`config.mk`:
```
export PLATFORM = sky130hd
export DESIGN_NAME = key_synth
export DESIGN_NICKNAME = d
export VERILOG_FILES = /design/src/rtl/key_synth.sv
export SDC_FILE = /design/constraint.sdc
export NUM_CORES = 1
export LEC_CHECK = 0
export CAP_MARGIN = 20
export CORE_ASPECT_RATIO = 0.8
export CORE_UTILIZATION = 49
export CTS_CLUSTER_SIZE = 10
export DETAILED_ROUTE_END_ITERATION = 12
export GPL_TIMING_DRIVEN = 0
export PLACE_DENSITY = 0.77
export SLEW_MARGIN = 20
export SYNTH_ARGS = -nofsm -noshare
export SYNTH_HDL_FRONTEND = slang
export SYNTH_SLANG_ARGS = --single-unit
```
`constraint.sdc`:
```
create_clock -name clk -period 4.4 [get_ports clk]
set_input_delay 0.66 -clock clk [delete_from_list [all_inputs] [get_ports clk]]
set_output_delay 0.66 -clock clk [all_outputs]
set_load 0.01 [all_outputs]
```
`src/rtl/key_synth.sv`:
```
// Polyphonic-key monophonic tone generator: per-key debounce, lowest-index priority, square-wave output.
// Optional sustain tail enabled by defining KEY_SYNTH_SUSTAIN_EN.
module key_synth #(
  parameter int NUM_KEYS        = 8,
  parameter int CNT_WIDTH       = 17,
  parameter int DEBOUNCE_CYCLES = 50000,
  parameter int SUSTAIN_CYCLES  = 5000000
) (
  input  logic                          clk,
  input  logic                          reset,
  input  logic [NUM_KEYS-1:0]           keys,
  input  logic [NUM_KEYS*CNT_WIDTH-1:0] half_period,
  input  logic                          octave_up,
  output logic                          speaker,
  output logic                          note_on,
  output logic [3:0]                    active_key
);

  if (NUM_KEYS < 2 || NUM_KEYS > 16 || DEBOUNCE_CYCLES < 1 || SUSTAIN_CYCLES < 1) begin : g_param_check
    $error("key_synth: parameter out of range");
  end

  localparam int DBW = $clog2(DEBOUNCE_CYCLES + 1);
  localparam logic [DBW-1:0] DB_LAST = DBW'(DEBOUNCE_CYCLES - 1);

`ifdef KEY_SYNTH_SUSTAIN_EN
  localparam int SBW = $clog2(SUSTAIN_CYCLES + 1);
  localparam logic [SBW-1:0] SUS_LAST = SBW'(SUSTAIN_CYCLES - 1);
  typedef enum logic [1:0] {IDLE, PLAY, SUSTAIN} state_t;
  logic [SBW-1:0] sus_q, sus_d;
`else
  typedef enum logic {IDLE, PLAY} state_t;
`endif

  state_t                             state_q, state_d;
  logic [NUM_KEYS-1:0]                deb_q, deb_d;
  logic [NUM_KEYS-1:0][DBW-1:0]       dcnt_q, dcnt_d;
  logic [CNT_WIDTH-1:0]               cnt_q, cnt_d;
  logic                               spk_q, spk_d;
  logic                               note_q, note_d;
  logic [3:0]                         act_q, act_d;

  logic                               any_key, found;
  logic [3:0]                         sel;
  logic [CNT_WIDTH-1:0]               h_raw, h_eff, tone_cnt;
  logic                               tone_spk, do_restart, do_clear;

  // A key's counter only runs while its raw level disagrees with the accepted level.
  always_comb begin
    deb_d  = deb_q;
    dcnt_d = '0;
    for (int unsigned i = 0; i < NUM_KEYS; i++) begin
      if (keys[i] != deb_q[i]) begin
        if (dcnt_q[i] == DB_LAST) deb_d[i] = ~deb_q[i];
        else                      dcnt_d[i] = dcnt_q[i] + 1'b1;
      end
    end
  end

  always_comb begin
    any_key = |deb_q;
    sel     = '0;
    found   = 1'b0;
    for (int unsigned i = 0; i < NUM_KEYS; i++) begin
      if (!found && deb_q[i]) begin
        sel   = 4'(i);
        found = 1'b1;
      end
    end
  end

  always_comb begin
    h_raw = '0;
    for (int unsigned i = 0; i < NUM_KEYS; i++) begin
      if (act_q == 4'(i)) h_raw = half_period[i*CNT_WIDTH +: CNT_WIDTH];
    end
    h_eff = octave_up ? (h_raw >> 1) : h_raw;
  end

  // The >= compare keeps the counter bounded when H shrinks below the current count.
  always_comb begin
    tone_cnt = cnt_q + 1'b1;
    tone_spk = spk_q;
    if (h_eff == '0) begin
      tone_cnt = '0;
      tone_spk = 1'b0;
    end else if (cnt_q >= h_eff - 1'b1) begin
      tone_cnt = '0;
      tone_spk = ~spk_q;
    end
  end

  always_comb begin
    state_d    = state_q;
    do_restart = 1'b0;
    do_clear   = 1'b0;
`ifdef KEY_SYNTH_SUSTAIN_EN
    sus_d      = sus_q;
`endif
    case (state_q)
      IDLE: begin
        if (any_key) begin
          state_d    = PLAY;
          do_restart = 1'b1;
        end else begin
          do_clear = 1'b1;
        end
      end
      PLAY: begin
        if (!any_key) begin
`ifdef KEY_SYNTH_SUSTAIN_EN
          state_d = SUSTAIN;
          sus_d   = '0;
`else
          state_d  = IDLE;
          do_clear = 1'b1;
`endif
        end else if (sel != act_q) begin
          do_restart = 1'b1;
        end
      end
`ifdef KEY_SYNTH_SUSTAIN_EN
      SUSTAIN: begin
        if (any_key) begin
          state_d    = PLAY;
          do_restart = 1'b1;
        end else if (sus_q == SUS_LAST) begin
          state_d  = IDLE;
          do_clear = 1'b1;
        end else begin
          sus_d = sus_q + 1'b1;
        end
      end
`endif
      default: begin
        state_d  = IDLE;
        do_clear = 1'b1;
      end
    endcase

    if (do_clear) begin
      cnt_d  = '0;
      spk_d  = 1'b0;
      note_d = 1'b0;
      act_d  = '0;
    end else if (do_restart) begin
      cnt_d  = '0;
      spk_d  = 1'b0;
      note_d = 1'b1;
      act_d  = sel;
    end else begin
      cnt_d  = tone_cnt;
      spk_d  = tone_spk;
      note_d = 1'b1;
      act_d  = act_q;
    end
  end

  always_ff @(posedge clk) begin
    if (reset) begin
      state_q <= IDLE;
      deb_q   <= '0;
      dcnt_q  <= '0;
      cnt_q   <= '0;
      spk_q   <= 1'b0;
      note_q  <= 1'b0;
      act_q   <= '0;
`ifdef KEY_SYNTH_SUSTAIN_EN
      sus_q   <= '0;
`endif
    end else begin
      state_q <= state_d;
      deb_q   <= deb_d;
      dcnt_q  <= dcnt_d;
      cnt_q   <= cnt_d;
      spk_q   <= spk_d;
      note_q  <= note_d;
      act_q   <= act_d;
`ifdef KEY_SYNTH_SUSTAIN_EN
      sus_q   <= sus_d;
`endif
    end
  end

  assign speaker    = spk_q;
  assign note_on    = note_q;
  assign active_key = act_q;

endmodule

```
Word level (Yosys, flattened, before mapping)
Index checks and enable logic that the tools add are counted.
{"block": "totals", "register_bits": 159, "inputBits": 147, "out_inout_bits": 6, "word_cells": 137}
{"block": "classes", "add_sub_neg": 10, "order_cmp": 1, "eq_ne": 24, "muxes": 28, "n_bitwise": 18, "reduce_logical": 36}
{"op": "$mux W17", "n": 9}
{"op": "$add A16 B1 Y16 const B", "n": 8}
{"op": "$eq A16 B16 Y1 const B", "n": 8}
{"op": "$mux W4", "n": 6}
{"op": "$reduce_or A3 Y1", "n": 8}
{"op": "$not A1 Y1", "n": 18}
{"op": "$add A17 B1 Y17 const B", "n": 1}
{"op": "$ge A17 B17 Y1", "n": 1}
{"op": "$logic_not A17 Y1", "n": 1}
{"op": "$sub A17 B1 Y17 const B", "n": 1}
{"op": "$eq A4 B3 Y1 const B", "n": 4}
{"op": "$reduce_and A2 Y1", "n": 8}
{"op": "$mux W1", "n": 12}
{"op": "$eq A4 B2 Y1 const B", "n": 2}
{"op": "$ne A1 B1 Y1", "n": 8}
{"op": "$reduce_or A8 Y1", "n": 1}
{"op": "$logic_and A1 B1 Y1", "n": 7}
{"op": "$logic_not A1 Y1", "n": 7}
{"op": "$reduce_or A5 Y1", "n": 1}
{"op": "$eq A4 B1 Y1 const B", "n": 1}
{"op": "$logic_not A4 Y1", "n": 1}
{"op": "$ne A4 B4 Y1", "n": 1}
{"op": "$reduce_or A4 Y1", "n": 1}
{"op": "$pmux W1 S2", "n": 1}
{"op": "$reduce_or A2 Y1", "n": 1}

Logic depth before layout (Yosys ltp)
{"block": "logic_depth", "depth_word": 27, "mapped_depth": 22, "depth_no_buf": 18}

Worst setup path after synthesis
Ideal clock, no wire load.
{"block": "synth_timing", "path_type": "flip-flop to flip-flop", "startpoint": "reg act_q[0], in the netlist active_key[0]", "endpoint": "reg cnt_q[7]", "setup_ps": 141, "arrival_ps": 4494, "t_required_ps": 4259, "setup_slack_ps": -235, "stages_incl_launch_ff": 20, "n_path_buf": 4, "synth_period_minus_slack_ps": 4635, "cell_sequence": "dfxtp_1 -> buf_6 -> buf_8 -> mux4_2 -> a221o_1 -> a21oi_4 -> a21o_1 -> ha_1 -> nand4bb_1 -> a211oi_1 -> nand2_1 -> nor4_4 -> buf_4 -> a21oi_1 -> ha_1 -> o2111a_1 -> o21ai_0 -> nand2_1 -> clkbuf_1 -> nor4_1"}
{"block": "synth_via", "elab_chain_len": 13, "elab_cells_between_ends": 25, "classes_between": "add/sub (1); order compare (1); eq/ne (8); mux (12); reduce/logical (3)"}
{"element": "from (decl)", "line_no": "41", "rtl": "logic [3:0] act_q, act_d;"}
{"element": "from (signal assigned)", "line_no": "178", "rtl": "act_q <= act_d;"}
{"element": "$logic_not A4 Y1", "line_no": "75", "rtl": "if (act_q == 4'(i)) h_raw = half_period[i*CNT_WIDTH +: CNT_WIDTH];"}
{"element": "$mux W17 (8 in a row)", "line_no": "75"}
{"element": "$mux W17", "line_no": "77", "rtl": "h_eff = octave_up ? (h_raw >> 1) : h_raw;"}
{"element": "$sub A17 B1 Y17", "line_no": "87", "rtl": "end else if (cnt_q >= h_eff - 1'b1) begin"}
{"element": "$ge A17 B17 Y1", "line_no": "87"}
{"element": "$reduce_or A5 Y1 (no source line) *"}
{"element": "to (signal assigned)", "line_no": "175", "rtl": "cnt_q <= cnt_d;"}
{"element": "to (decl)", "line_no": "38", "rtl": "logic [CNT_WIDTH-1:0] cnt_q, cnt_d;"}
Mark *: on every way between the ends. The rest lies on a longest branch, timed or not.
A chain may end at the register's enable or synchronous reset.

Worst setup path in the final report
{"block": "layout_timing", "startpoint": "reg act_q[0], in the netlist active_key[0]", "endpoint": "reg cnt_q[1]"}
Same word-level chain as after synthesis.

==> results.sh <==
export IMPL_outcome="completed"
export IMPL_rsz0062_at_grt="true"
export IMPL_syn_inst=1098
export IMPL_period_share_pct=98.5
export IMPL_hp_class="flop to flop"
export IMPL_path_class="flop to flop"
export IMPL_clk_pin_slew_ns=0.06
export IMPL_hold_buffers=0
export IMPL_max_freq_mhz=231
export IMPL_cts_sinks=158
export IMPL_setup_violations=0
export IMPL_layoutNonFillerInstCount=1566
export IMPL_mostFrequentLayoutCells="177 x nor2_1, 155 x dfxtp_1, 146 x clkdlybuf4s50_1"
export IMPL_hold_violations=0
export IMPL_gr_total_overflow=0
export IMPL_cp_start_kind="flop"
export IMPL_cts_tree="done"
export IMPL_first_pass_iters=5
export IMPL_synth_cell_types=79
export IMPL_initial_utilization_pct=50.6
export IMPL_rrSetupSlack_ns=0.07
export IMPL_grt_pass1_wl_mm=42.3
export IMPL_drive_gt1_share_pct=12.0
export IMPL_synthFlopType="dfxtp_1"
export IMPL_htree_num_levels=4
export IMPL_antenna_found_initial=0
export IMPL_routed_wl_mm=27.5
export IMPL_nets=1474
export IMPL_core_mm2=0.0184
export IMPL_vias=8841
export IMPL_clock_latency_ns=0.42
export IMPL_die_width_um=156
export IMPL_clk_path_buf_depth=2
export IMPL_num_rows=44
export IMPL_grt_max_degree=17
export IMPL_critPathRequiredTime_ns=4.73
export IMPL_syn_area_mm2=0.00931
export IMPL_crit_fanout=10
export IMPL_postSynthAreaPerCell_um2=8.48
export IMPL_maxSlewViolCount=0
export IMPL_ant_nets=0
export IMPL_track_usage_pct=27.4
export IMPL_layout_commonest_cell="nor2_1"
export IMPL_placed_cells=1501
export IMPL_yosys_warnings=0
export IMPL_period_minus_slack_ns=4.33
export IMPL_antennaDiodeCount=0
export IMPL_die_area_mm2=0.0196
export IMPL_grt_pass1_vias=8270
export IMPL_skew_ns=0.0115
export IMPL_numCtsBuffers=17
export IMPL_via_per_inst=5.65
export IMPL_ys_ff_latch=158
export IMPL_slew_headroom_pct=46.1
export IMPL_dp_hpwl_mm=19.6
export IMPL_globalplace_congestion=0.951
export IMPL_p_leak_nw=4.27
export IMPL_root_buffer="clkbuf_16"
export IMPL_numPortBuffers=150
export IMPL_die_height_um=125
export IMPL_worst_slew_pin_slew_ns=0.809
export IMPL_crit_path_end_kind="flop"
export IMPL_power_mw=3.08
export IMPL_io_pins=153
export IMPL_maxCapViolations=0
export IMPL_syn_num_nets=1272
export IMPL_drc_errors=0
export IMPL_wl_per_cell_um=17.5
export IMPL_synth_seq_area_share_pct=34.0
export IMPL_synth_edf_count=0
export IMPL_areaGrowthSynthToFinish_pct=32.4
export IMPL_power_density_mw_per_mm2=250
export IMPL_ys_async_sr_fraction_pct=0
export IMPL_holdPathStages=1
export IMPL_peakVddDrop_v=0.000335
export IMPL_hold_ws_ns=0.441
export IMPL_r2r_cells=20
export IMPL_drtIter0Drc=618
export IMPL_crit_arrival_ns=4.67
layer usage:
layer	vias up	global-route usage (%)	share of wire, %
met5	-	0	0
met4	0	10.6	3.4
met3	61	5.65	6.9
met2	352	45.7	46
met1	4123	34.6	44
li1	4305	-	-
worst max-delay path, cell delays in order (launching register included):
cell and delay, ns:
dfxtp_4 0.39, buf_12 0.13, buf_4 0.18, buf_6 0.19, buf_4 0.22, o21ai_0 0.22
a21oi_4 0.21, a21o_1 0.17, ha_4 0.15, nand4bb_1 0.15, a211oi_2 0.32, and2_4 0.23
a311oi_2 0.09, a311oi_2 0.28, ha_1 0.31, a211oi_2 0.24, o21ai_1 0.10, o21ai_2 0.16
nand2_2 0.12, buf_8 0.18, nor4b_4 0.19
final cells by class:
cell class,instances,area [um^2]
flip-flops and latches,158,3170
fillers,1509,6070
inverters,22,91.3
repair buffers,184,1770
clock inverters,10,66.3
well taps,253,317
clock buffers,22,454
multi-input cells,871,6090
plain buffers,46,367
cells in the mapped netlist, drive strengths merged, types with 27 or more instances:
| cell | count | area share (%) |
|---|---|---|
| and3 | 40 | 2.7 |
| clkbuf | 27 | 1.1 |
| nor4 | 31 | 2.2 |
| nor2 | 179 | 7.2 |
| nand2 | 77 | 3.1 |
| nand3 | 59 | 3.2 |
| ha | 27 | 3.6 |
| xnor2 | 70 | 6.6 |
| dfxtp | 158 | 34 |
| a21oi | 31 | 1.8 |
| mux2i | 45 | 4.8 |
| nand4 | 27 | 1.8 |
| xor2 | 70 | 6.6 |
final timing paths:
path | to | from
worst min-delay path | dcnt_q[0] | dcnt_q[0]
worst min register to register | dcnt_q[0] | dcnt_q[0]
worst max register to register | cnt_q[1] | active_key[0]
worst max-delay path | cnt_q[1] | active_key[0]
registers in the layout (all words and copies together) (netlist names):
| signal | cells |
|---|---|
| speaker | 1 |
| cnt_q | 17 |
| active_key | 3 |
| deb_q | 8 |
| note_on | 1 |
| dcnt_q | 128 |
metrics by stage:
step                util (%)  setup TNS [ns]  worst slack (ns)  instance area [um^2]
floorplan                  -               0            0.0174                  9330
global placement        60.6          -19.06             -1.17                 11100
detailed placement      60.6          -19.92             -1.28                 11100
CTS                     65.4         -0.0883           -0.0322                 12000
global route            67.0           -1.09            -0.129                 12300
finish                  67.0               0            0.0657                 12300
cells by family after synthesis:
kind of cell               share of synthesized area (%)
and+or+nand+nor                                     28.0
DFF                                                 34.0
xor gates and xnor gates                            13.2
AOI/OAI and AO/OA                                   10.4
adders and majority gates                           3.63
muxes                                               7.14
other                                             0.0403
buffers and inverters                               3.62
power breakdown:
group | internal (mW) | switching, mW | leakage [nW]
Clock | 0.733 | 0.570 | 0.254
Combinational | 0.193 | 0.146 | 2.74
Sequential | 1.44 | 0.00572 | 1.28
Total | 2.36 | 0.722 | 4.27
repair_timing:
| item | 4_1_cts | 5_1_grt |
|---|---|---|
| gates cloned | 1 | 0 |
| pin swaps | 27 | 20 |
| endpoints found under the setup margin | 18 | 18 |
| gates resized for setup | 53 | 46 |
| buffers inserted | 18 | 15 |
Power figures use the tool's default switching activity.
